<file path="src/rtl/tdm_pkg.sv">
`default_nettype none
// ============================================================================
//  Module      : tdm_pkg
//  Description : Definitions shared by the 4-channel TDM transmitter and
//                receiver. These are the channel count, the slot index width
//                and the frame-alignment state encoding.
//  Revision    : 1.0  initial release
// ============================================================================
package tdm_pkg;

    localparam int NUM_CH = 4;
    localparam int SLOT_W = $clog2(NUM_CH);

    // HUNT : waiting for a frame-sync strobe to establish alignment
    // LOCK : aligned; every accepted bit is steered into its slot
    typedef enum logic [0:0] {
        HUNT = 1'b0,
        LOCK = 1'b1
    } tdm_state_e;

endpackage : tdm_pkg
`default_nettype wire

</file>
<file path="src/rtl/tdm_slot_deser.sv">
`default_nettype none
// ============================================================================
//  Module      : tdm_slot_deser
//  Description : W-bit serial-to-parallel converter (MSB first) with a bit
//                counter. It flags the beat that completes a slot word.
//  Ports       : clk, rst_n      clock / async active-low reset
//                i_din           serial bit
//                i_shift         accept i_din as the next bit of the slot
//                i_restart       accept i_din as bit 0 of a new slot
//                                (takes priority over i_shift)
//                o_bit_cnt       index of the next bit expected in the slot
//                o_word_done     this beat completes the slot (comb)
//                o_word          completed word, valid with o_word_done (comb)
//  Revision    : 1.0  initial release
// ============================================================================
module tdm_slot_deser #(
    parameter int W = 8
) (
    input  logic                 clk,
    input  logic                 rst_n,
    input  logic                 i_din,
    input  logic                 i_shift,
    input  logic                 i_restart,
    output logic [$clog2(W)-1:0] o_bit_cnt,
    output logic                 o_word_done,
    output logic [W-1:0]         o_word
);

    localparam int CNT_W = $clog2(W);
    localparam logic [CNT_W-1:0] c_last_bit = CNT_W'(W - 1);

    logic [W-1:0]     r_shreg;
    logic [CNT_W-1:0] r_bit_cnt;

    always_ff @(posedge clk or negedge rst_n) begin
        if (!rst_n) begin
            r_shreg   <= '0;
            r_bit_cnt <= '0;
        end else if (i_restart) begin
            // The restarting bit is bit 0, so the next expected bit is 1.
            r_shreg   <= {r_shreg[W-2:0], i_din};
            r_bit_cnt <= CNT_W'(1);
        end else if (i_shift) begin
            r_shreg   <= {r_shreg[W-2:0], i_din};
            r_bit_cnt <= (r_bit_cnt == c_last_bit) ? '0 : r_bit_cnt + CNT_W'(1);
        end
    end

    // The final bit goes straight to the word. No extra cycle is spent
    // landing it in the shift register.
    assign o_word      = {r_shreg[W-2:0], i_din};
    assign o_word_done = i_shift && !i_restart && (r_bit_cnt == c_last_bit);
    assign o_bit_cnt   = r_bit_cnt;

endmodule : tdm_slot_deser
`default_nettype wire

</file>
<file path="src/rtl/tdm_demux4_rx.sv">
`default_nettype none
// ============================================================================
//  Module      : tdm_demux4_rx
//  Description : Receive-side 4-channel TDM demultiplexer. It aligns to the
//                frame-sync strobe and steers each W-bit slot onto its own
//                channel register. It reports slot and frame completion and
//                reports loss of alignment.
//  Ports       : clk, rst_n      clock / async active-low reset
//                din             serial data bit
//                din_valid       din/fsync qualifier (low = stall)
//                fsync           frame sync, marks slot 0 bit 0
//                ch_data         channel k at [k*W +: W]
//                ch_valid        per-slot update pulse
//                frame_valid     full aligned frame completed (with ch_valid[3])
//                locked          alignment held
//                sync_err        alignment error pulse
//  Revision    : 1.0  initial release
// ============================================================================
module tdm_demux4_rx
    import tdm_pkg::*;
#(
    parameter int W = 8
) (
    input  logic                clk,
    input  logic                rst_n,
    input  logic                din,
    input  logic                din_valid,
    input  logic                fsync,
    output logic [NUM_CH*W-1:0] ch_data,
    output logic [NUM_CH-1:0]   ch_valid,
    output logic                frame_valid,
    output logic                locked,
    output logic                sync_err
);

    localparam int CNT_W = $clog2(W);
    localparam logic [SLOT_W-1:0] c_last_slot = SLOT_W'(NUM_CH - 1);

    tdm_state_e        r_state;
    tdm_state_e        w_next_state;
    logic [SLOT_W-1:0] r_slot_cnt;
    logic [W-1:0]      r_ch_word [NUM_CH];
    logic [NUM_CH-1:0] r_ch_valid;
    logic              r_frame_valid;
    logic              r_sync_err;

    logic [CNT_W-1:0]  w_bit_cnt;
    logic              w_word_done;
    logic [W-1:0]      w_word;

    logic              w_at_start;
    logic              w_restart;
    logic              w_shift;
    logic              w_missing;
    logic              w_early;

    tdm_slot_deser #(
        .W (W)
    ) u_deser (
        .clk         (clk),
        .rst_n       (rst_n),
        .i_din       (din),
        .i_shift     (w_shift),
        .i_restart   (w_restart),
        .o_bit_cnt   (w_bit_cnt),
        .o_word_done (w_word_done),
        .o_word      (w_word)
    );

    // ------------------------------------------------------------------
    // FSM state register
    // ------------------------------------------------------------------
    always_ff @(posedge clk or negedge rst_n) begin
        if (!rst_n) begin
            r_state <= HUNT;
        end else begin
            r_state <= w_next_state;
        end
    end

    // ------------------------------------------------------------------
    // Next state and beat classification.
    // An accepted fsync always restarts the frame. In HUNT it acquires
    // alignment. At the frame start in LOCK it is normal. Anywhere else it
    // is an early sync that is reported and then re-aligned to.
    // Counters never leave the frame-start position in HUNT. The missing-sync
    // case therefore leaves them in the state that HUNT expects.
    // ------------------------------------------------------------------
    always_comb begin
        w_next_state = r_state;
        w_at_start   = (w_bit_cnt == '0) && (r_slot_cnt == '0);
        w_restart    = din_valid && fsync;
        w_shift      = 1'b0;
        w_missing    = 1'b0;
        w_early      = 1'b0;

        case (r_state)
            HUNT: begin
                if (w_restart) begin
                    w_next_state = LOCK;
                end
            end
            LOCK: begin
                w_shift   = din_valid && !fsync && !w_at_start;
                w_missing = din_valid && !fsync &&  w_at_start;
                w_early   = din_valid &&  fsync && !w_at_start;
                if (w_missing) begin
                    w_next_state = HUNT;
                end
            end
            default: begin
                w_next_state = HUNT;
            end
        endcase
    end

    // ------------------------------------------------------------------
    // Slot counter
    // ------------------------------------------------------------------
    always_ff @(posedge clk or negedge rst_n) begin
        if (!rst_n) begin
            r_slot_cnt <= '0;
        end else if (w_restart) begin
            r_slot_cnt <= '0;
        end else if (w_word_done) begin
            r_slot_cnt <= r_slot_cnt + SLOT_W'(1);
        end
    end

    // ------------------------------------------------------------------
    // Channel registers and status pulses.
    // Every frame in LOCK began on an fsync. Any error either restarts the
    // frame from slot 0 or drops back to HUNT. So reaching the end of slot 3
    // always means slots 0..3 arrived in order from an fsync.
    // ------------------------------------------------------------------
    always_ff @(posedge clk or negedge rst_n) begin
        if (!rst_n) begin
            for (int k = 0; k < NUM_CH; k++) begin
                r_ch_word[k] <= '0;
            end
            r_ch_valid    <= '0;
            r_frame_valid <= 1'b0;
            r_sync_err    <= 1'b0;
        end else begin
            for (int k = 0; k < NUM_CH; k++) begin
                r_ch_valid[k] <= w_word_done && (r_slot_cnt == SLOT_W'(k));
                if (w_word_done && (r_slot_cnt == SLOT_W'(k))) begin
                    r_ch_word[k] <= w_word;
                end
            end
            r_frame_valid <= w_word_done && (r_slot_cnt == c_last_slot);
            r_sync_err    <= w_missing || w_early;
        end
    end

    for (genvar k = 0; k < NUM_CH; k++) begin : g_ch_out
        assign ch_data[k*W +: W] = r_ch_word[k];
    end

    assign ch_valid    = r_ch_valid;
    assign frame_valid = r_frame_valid;
    assign sync_err    = r_sync_err;
    assign locked      = (r_state == LOCK);

endmodule : tdm_demux4_rx
`default_nettype wire
</file>
<file path="config.mk">
export PLATFORM = sky130hd
export DESIGN_NAME = tdm_demux4_rx
export DESIGN_NICKNAME = d
export VERILOG_FILES = /design/src/rtl/tdm_pkg.sv /design/src/rtl/tdm_slot_deser.sv /design/src/rtl/tdm_demux4_rx.sv
export SDC_FILE = /design/constraint.sdc
export NUM_CORES = 1
export LEC_CHECK = 0
export CAP_MARGIN = 20
export CORE_MARGIN = 5
export CORE_UTILIZATION = 35
export CTS_CLUSTER_DIAMETER = 200
export DETAILED_ROUTE_END_ITERATION = 12
export PLACE_DENSITY_LB_ADDON = 0.3
export SETUP_SLACK_MARGIN = 0.02
export SLEW_MARGIN = 20
export SYNTH_ARGS = -nofsm -noshare
export SYNTH_HDL_FRONTEND = slang
export SYNTH_SLANG_ARGS = --single-unit
</file>
<file path="constraint.sdc">
create_clock -name clk -period 2.4 [get_ports clk]
set_input_delay 0.36 -clock clk [delete_from_list [all_inputs] [get_ports clk]]
set_output_delay 0.36 -clock clk [all_outputs]
set_load 0.02 [all_outputs]
</file>
# Word-level counts from Yosys, hierarchy flattened
# Index checks and enable logic that the tools add are counted.
# totals
register_bits	51
input_bits	5
# op_classes
n_addsub	2
n_eq_ne	4
mux	13
n_bitwise	1
n_reduce_logical	20
# ops
op	count
2-to-1 mux 7 bit	2
logical AND 1 bit	12
2-to-1 mux 3 bit	3
2-to-1 mux 1 bit	5
equality test 2 bit, second input constant	2
2-to-1 mux 2 bit	2
nonzero test 2 bit	2
adder 3 x 1 -> 3 bit, second input constant	1
equality test 3 bit, second input constant	1
logical NOT 1 bit	3
logical NOT 3 bit	1
adder 2 x 1 -> 2 bit, second input constant	1
equality test 2 x 1 -> 1 bit, second input constant	1
logical NOT 2 bit	1
one-hot mux 1 bit (2 select lines)	1
logical OR 1 bit	1
NOT 1 bit	1

# Longest topological paths before layout
# logic_depth
depth_word	9
ltp_mapped	7
mapped_depth_nobuf	6

# Cells and area by module
# A second synthesis with hierarchy kept.
# unflattened
cells_unflattened	132
area_unflattened_um2	2188.3
# by_module_without_submodules
module	instances	cells_each	area_per_inst_um2
tdm_demux4_rx	1	101	1750.4
tdm_slot_deser	1	31	437.9

# Worst setup path after synthesis
# OpenSTA, ideal clock, no wires.
# synth_timing
kind	reg2reg
startpoint	register r_slot_cnt[0]
endpoint	register u_deser.r_shreg[0]
t_arrival_ps	1585
t_required_ps	2275
setup_slack_ps	691
path_stages_with_launch	7
path_buffers	1
synth_period_minus_slack_ps	1709
path_cell_list	dfrtp_1 > inv_1 > ha_1 > and3b_1 > buf_2 > o21bai_4 > mux2_2
# synth_via
elab_chain_cells	6
# synth_lines
item	line	rtl
start, declared	tdm_demux4_rx.sv:41	logic [SLOT_W-1:0] r_slot_cnt;
start signal, assigned	tdm_demux4_rx.sv:126	r_slot_cnt <= r_slot_cnt + SLOT_W'(1);
logical NOT 2 bit	tdm_demux4_rx.sv:91	w_at_start = (w_bit_cnt == '0) && (r_slot_cnt == '0);
logical AND 1 bit	tdm_demux4_rx.sv:91	
logical NOT 1 bit	tdm_demux4_rx.sv:104	w_shift = din_valid && !fsync && !w_at_start;
logical AND 1 bit	tdm_demux4_rx.sv:104	
2-to-1 mux 1 bit	tdm_demux4_rx.sv:97	case (r_state)
nonzero test 2 bit (no source line)	--	
end signal, assigned	tdm_slot_deser.sv:41	r_shreg <= {r_shreg[W-2:0], i_din};
end signal, assigned	tdm_slot_deser.sv:44	r_shreg <= {r_shreg[W-2:0], i_din};
end, declared	tdm_slot_deser.sv:32	logic [W-1:0] r_shreg;
# No other way between the ends.
# A chain may end at the register's enable or synchronous reset.

# Worst setup path after layout
# layout_timing
startpoint	register r_slot_cnt[0]
endpoint	register u_deser.r_shreg[5]
# The elaborated chain is that of the path after synthesis.

==> results by group <==
Run status
  • Result of the run: completed

Power and ir drop
  • Power density of the placed cells: 791 nW/um2
  • Standby leakage power: 1.27 nW
  • Worst vdd ir: 0.270 mV

CTS
  • Cell at the root of the clock tree: sky130_fd_sc_hd__clkbuf_8
  • Number of buffers inserted during clock tree synthesis: 5
  • Clock Path Buffers: 2
  • Post_cts resized: 0
  • Number of buffers added for setup after CTS: 0
  • Total number of clock tree sinks: 50
  • Level count of the clock H-tree: 2
  • Clock transition at path regs: 0.09 ns
  • Worst skew pair latency: 0.30 ns
  • CTS tree: yes
  • Total of hold buffers inserted after clock tree synthesis: 0

Route
  • Number of iterations in the first detailed-routing pass: 4
  • Wirelength per Cell: 15.7 um
  • Initial drt markers: 53
  • Residual DRC count: 0
  • Post-detailed-route count of antenna-violating nets: 0
  • Via total after detailed routing: 1256
  • Post-Route WL: 4.11 mm
  • Via density per instance: 4.79

Run
  • Total of max-cap violations: 0

Synthesis
  • Post-synth design cell area: 2090 um2
  • Cell taking the most area after synthesis: sky130_fd_sc_hd__dfrtp_1
  • Post-synthesis sequential area ratio: 59.9%
  • Dominant cell by count in the synthesized netlist: sky130_fd_sc_hd__dfrtp_1
  • Cells after synthesis: 137
  • Share of synthesized registers carrying an async set or reset: 100%
  • Synth Warn #: 0
  • Synthesized area per cell: 15.3 um2
  • Synthesized Nets: 149
  • Synth cell count leaders: sky130_fd_sc_hd__dfrtp_1 (50), sky130_fd_sc_hd__mux2_2 (38), sky130_fd_sc_hd__inv_1 (8)
  • Number of enable flip-flop cells after synthesis: 0
  • #FFs+latches synth: 50
  • Most area-consuming cells after synthesis: sky130_fd_sc_hd__dfrtp_1 (60%), sky130_fd_sc_hd__mux2_2 (20%), sky130_fd_sc_hd__ha_1 (4.2%)
  • Distinct cells, synth: 30
  • Area fraction of the dominant cell type after synthesis: 59.9%
  • Ys flop type: sky130_fd_sc_hd__dfrtp_1

Floorplan
  • I/O pin cnt: 44
  • FP Rows: 28
  • Starting Density: 35.7%
  • Die ar.: 7620 um2
  • Die Ht: 87.3 um
  • Die X-Extent: 87.3 um
  • CORE AREA: 5850 um2

Finish
  • Count of filler cells inserted in the layout: 521
  • ANT cells: 0
  • Register area: 1250 um2
  • Fin nets: 199
  • Final design area excluding fillers: 2690 um2
  • Share of final-layout standard cells stronger than drive strength 1: 31.0%
  • Growth of design area from synthesis to finish: 28.7%
  • Total area of multi-input combinational cells: 781 um2
  • Final cell utilization of the core: 46.0%

Global route
  • Via count of the first global-routing pass: 1327
  • Overall fraction of global-route tracks in use: 11.9%
  • Largest net degree at the start of global routing: 30
  • Initial antenna violation count: 0
  • Wire length of the first global-routing pass: 6.85 mm
  • Leftover overflow at the end of global routing: 0

STA
  • Setup Skew: 0.00999 ns
  • RSZ-0062 raised after global routing: no
  • Worst Max-Slew Pin Slew: 0.636 ns
  • Final setup vio count: 0
  • Pins Over Slew Limit: 0
  • Final period util: 78.8%
  • Setup TNS after final layout: 0 ns
  • Highest clock rate: 529 MHz
  • Max_slew headroom: 57.6%
  • Post-layout minimum cycle time: 1.89 ns
  • Hold Violations, Final: 0

Placement
  • Total cell area at the placement stage: 2610 um2
  • Half-perimeter wire length of the detailed placement result: 3.06 mm
  • Port Buffers: 43
  • Final weighted congestion of routability-driven global placement: 0.720

Setup path
  • CP required: 2.59 ns
  • Type of origin of the critical path: register
  • Kind of end point of the critical path: register
  • Crit path DAT: 2.08 ns
  • Peak fanout along the critical path: 8
  • Critical Setup Path Class: register to register

Min path
  • Type of the tightest min-delay check: input port to asynchronous set/reset pin
-- path summary, 6_finish.rpt --
kind / start / to / slack, ns / depth (start not counted)
max in group asynchronous: rst_n / ch_data[14]$_DFFE_PN0P_ / 1.71 / 2
setup reg to reg: r_slot_cnt[0]$_DFFE_PN0P_ / u_deser.r_shreg[5]$_DFFE_PN0P_ / 0.51 / 5
hold reg to reg: ch_data[0]$_DFFE_PN0P_ / ch_data[0]$_DFFE_PN0P_ / 0.51 / 1
setup / recovery: r_slot_cnt[0]$_DFFE_PN0P_ / u_deser.r_shreg[5]$_DFFE_PN0P_ / 0.51 / 5
min in group clk: ch_data[0]$_DFFE_PN0P_ / ch_data[0]$_DFFE_PN0P_ / 0.51 / 1
hold / removal: rst_n / u_deser.r_shreg[3]$_DFFE_PN0P_ / 0.08 / 1
-- sequential cells by signal, indices dropped and copies added (netlist names) --
register and count:
ch_data 32, ch_valid 4, u_deser.o_bit_cnt 3, r_slot_cnt 2
u_deser.r_shreg 7, locked 1, sync_err 1
-- kinds of logic after synthesis --
family	count (synthesis)	share of synthesized area (%)
multiplexers	39	21.2
AND/OR/NAND/NOR	17	7.43
buffers and inverters	12	2.75
XOR/XNOR	1	0.419
adder cells (fa/ha/maj)	7	4.19
AO/OA/AOI/OAI	11	4.13
flip-flops	50	59.9
-- placed cells by master, fill, tap and decap left out, types with 2 or more instances in the layout --
cell                               n
sky130_fd_sc_hd__mux2_2           38
sky130_fd_sc_hd__nand2_1           2
sky130_fd_sc_hd__a21oi_1           2
sky130_fd_sc_hd__buf_4             3
sky130_fd_sc_hd__clkdlybuf4s50_1  42
sky130_fd_sc_hd__ha_1              7
sky130_fd_sc_hd__o21ai_0           2
sky130_fd_sc_hd__nand3_4           4
sky130_fd_sc_hd__inv_1             8
sky130_fd_sc_hd__dfrtp_1          50
sky130_fd_sc_hd__clkbuf_8          5
sky130_fd_sc_hd__nand3_1           3
-- cell type report --
cell class,count,area share [%]
Inverter,9,1.26
Timing Repair Buffer,46,16.7
Clock buffer,5,2.56
Sequential cell,50,46.5
Multi-Input combinational cell,75,29.0
Clock inverter,2,0.512
Tap cell,75,3.49
-- per-stage QoR --
stage	total power (W)	hold slack, ns	worst slack (ns)	std cells
after CTS	0.00216	0.0880	0.491	262
after detailed placement	0.00169	0.425	0.288	255
after global routing	0.00226	0.127	0.408	262
after floorplan	0.00146	0.0644	0.691	137
final	0.00213	0.0777	0.509	262
after global placement	0.00165	0.405	0.322	255
-- critical path, cell delays in order, from the launching register on --
cell,delay [ns]
sky130_fd_sc_hd__dfrtp_1,0.40
sky130_fd_sc_hd__inv_1,0.09
sky130_fd_sc_hd__ha_1,0.26
sky130_fd_sc_hd__and3b_1,0.30
sky130_fd_sc_hd__o21bai_4,0.35
sky130_fd_sc_hd__mux2_2,0.38
-- where the power goes --
part           switching (W)  internal, W
clock               0.000270     0.000202
sequential          0.000139     0.000975
combinational       0.000270     0.000273
-- metal layers --
layer	routed length, um	GRT usage [%]	vias to the layer above	part of all wire [%]
li1	-	-	579	-
met1	1660	14.3	643	40
met4	64	4.60	0	1.6
met3	204	3.22	6	5.0
met2	2180	20.3	28	53
met5	0	0	-	0
No activity file was read; power rests on OpenSTA's default activity.
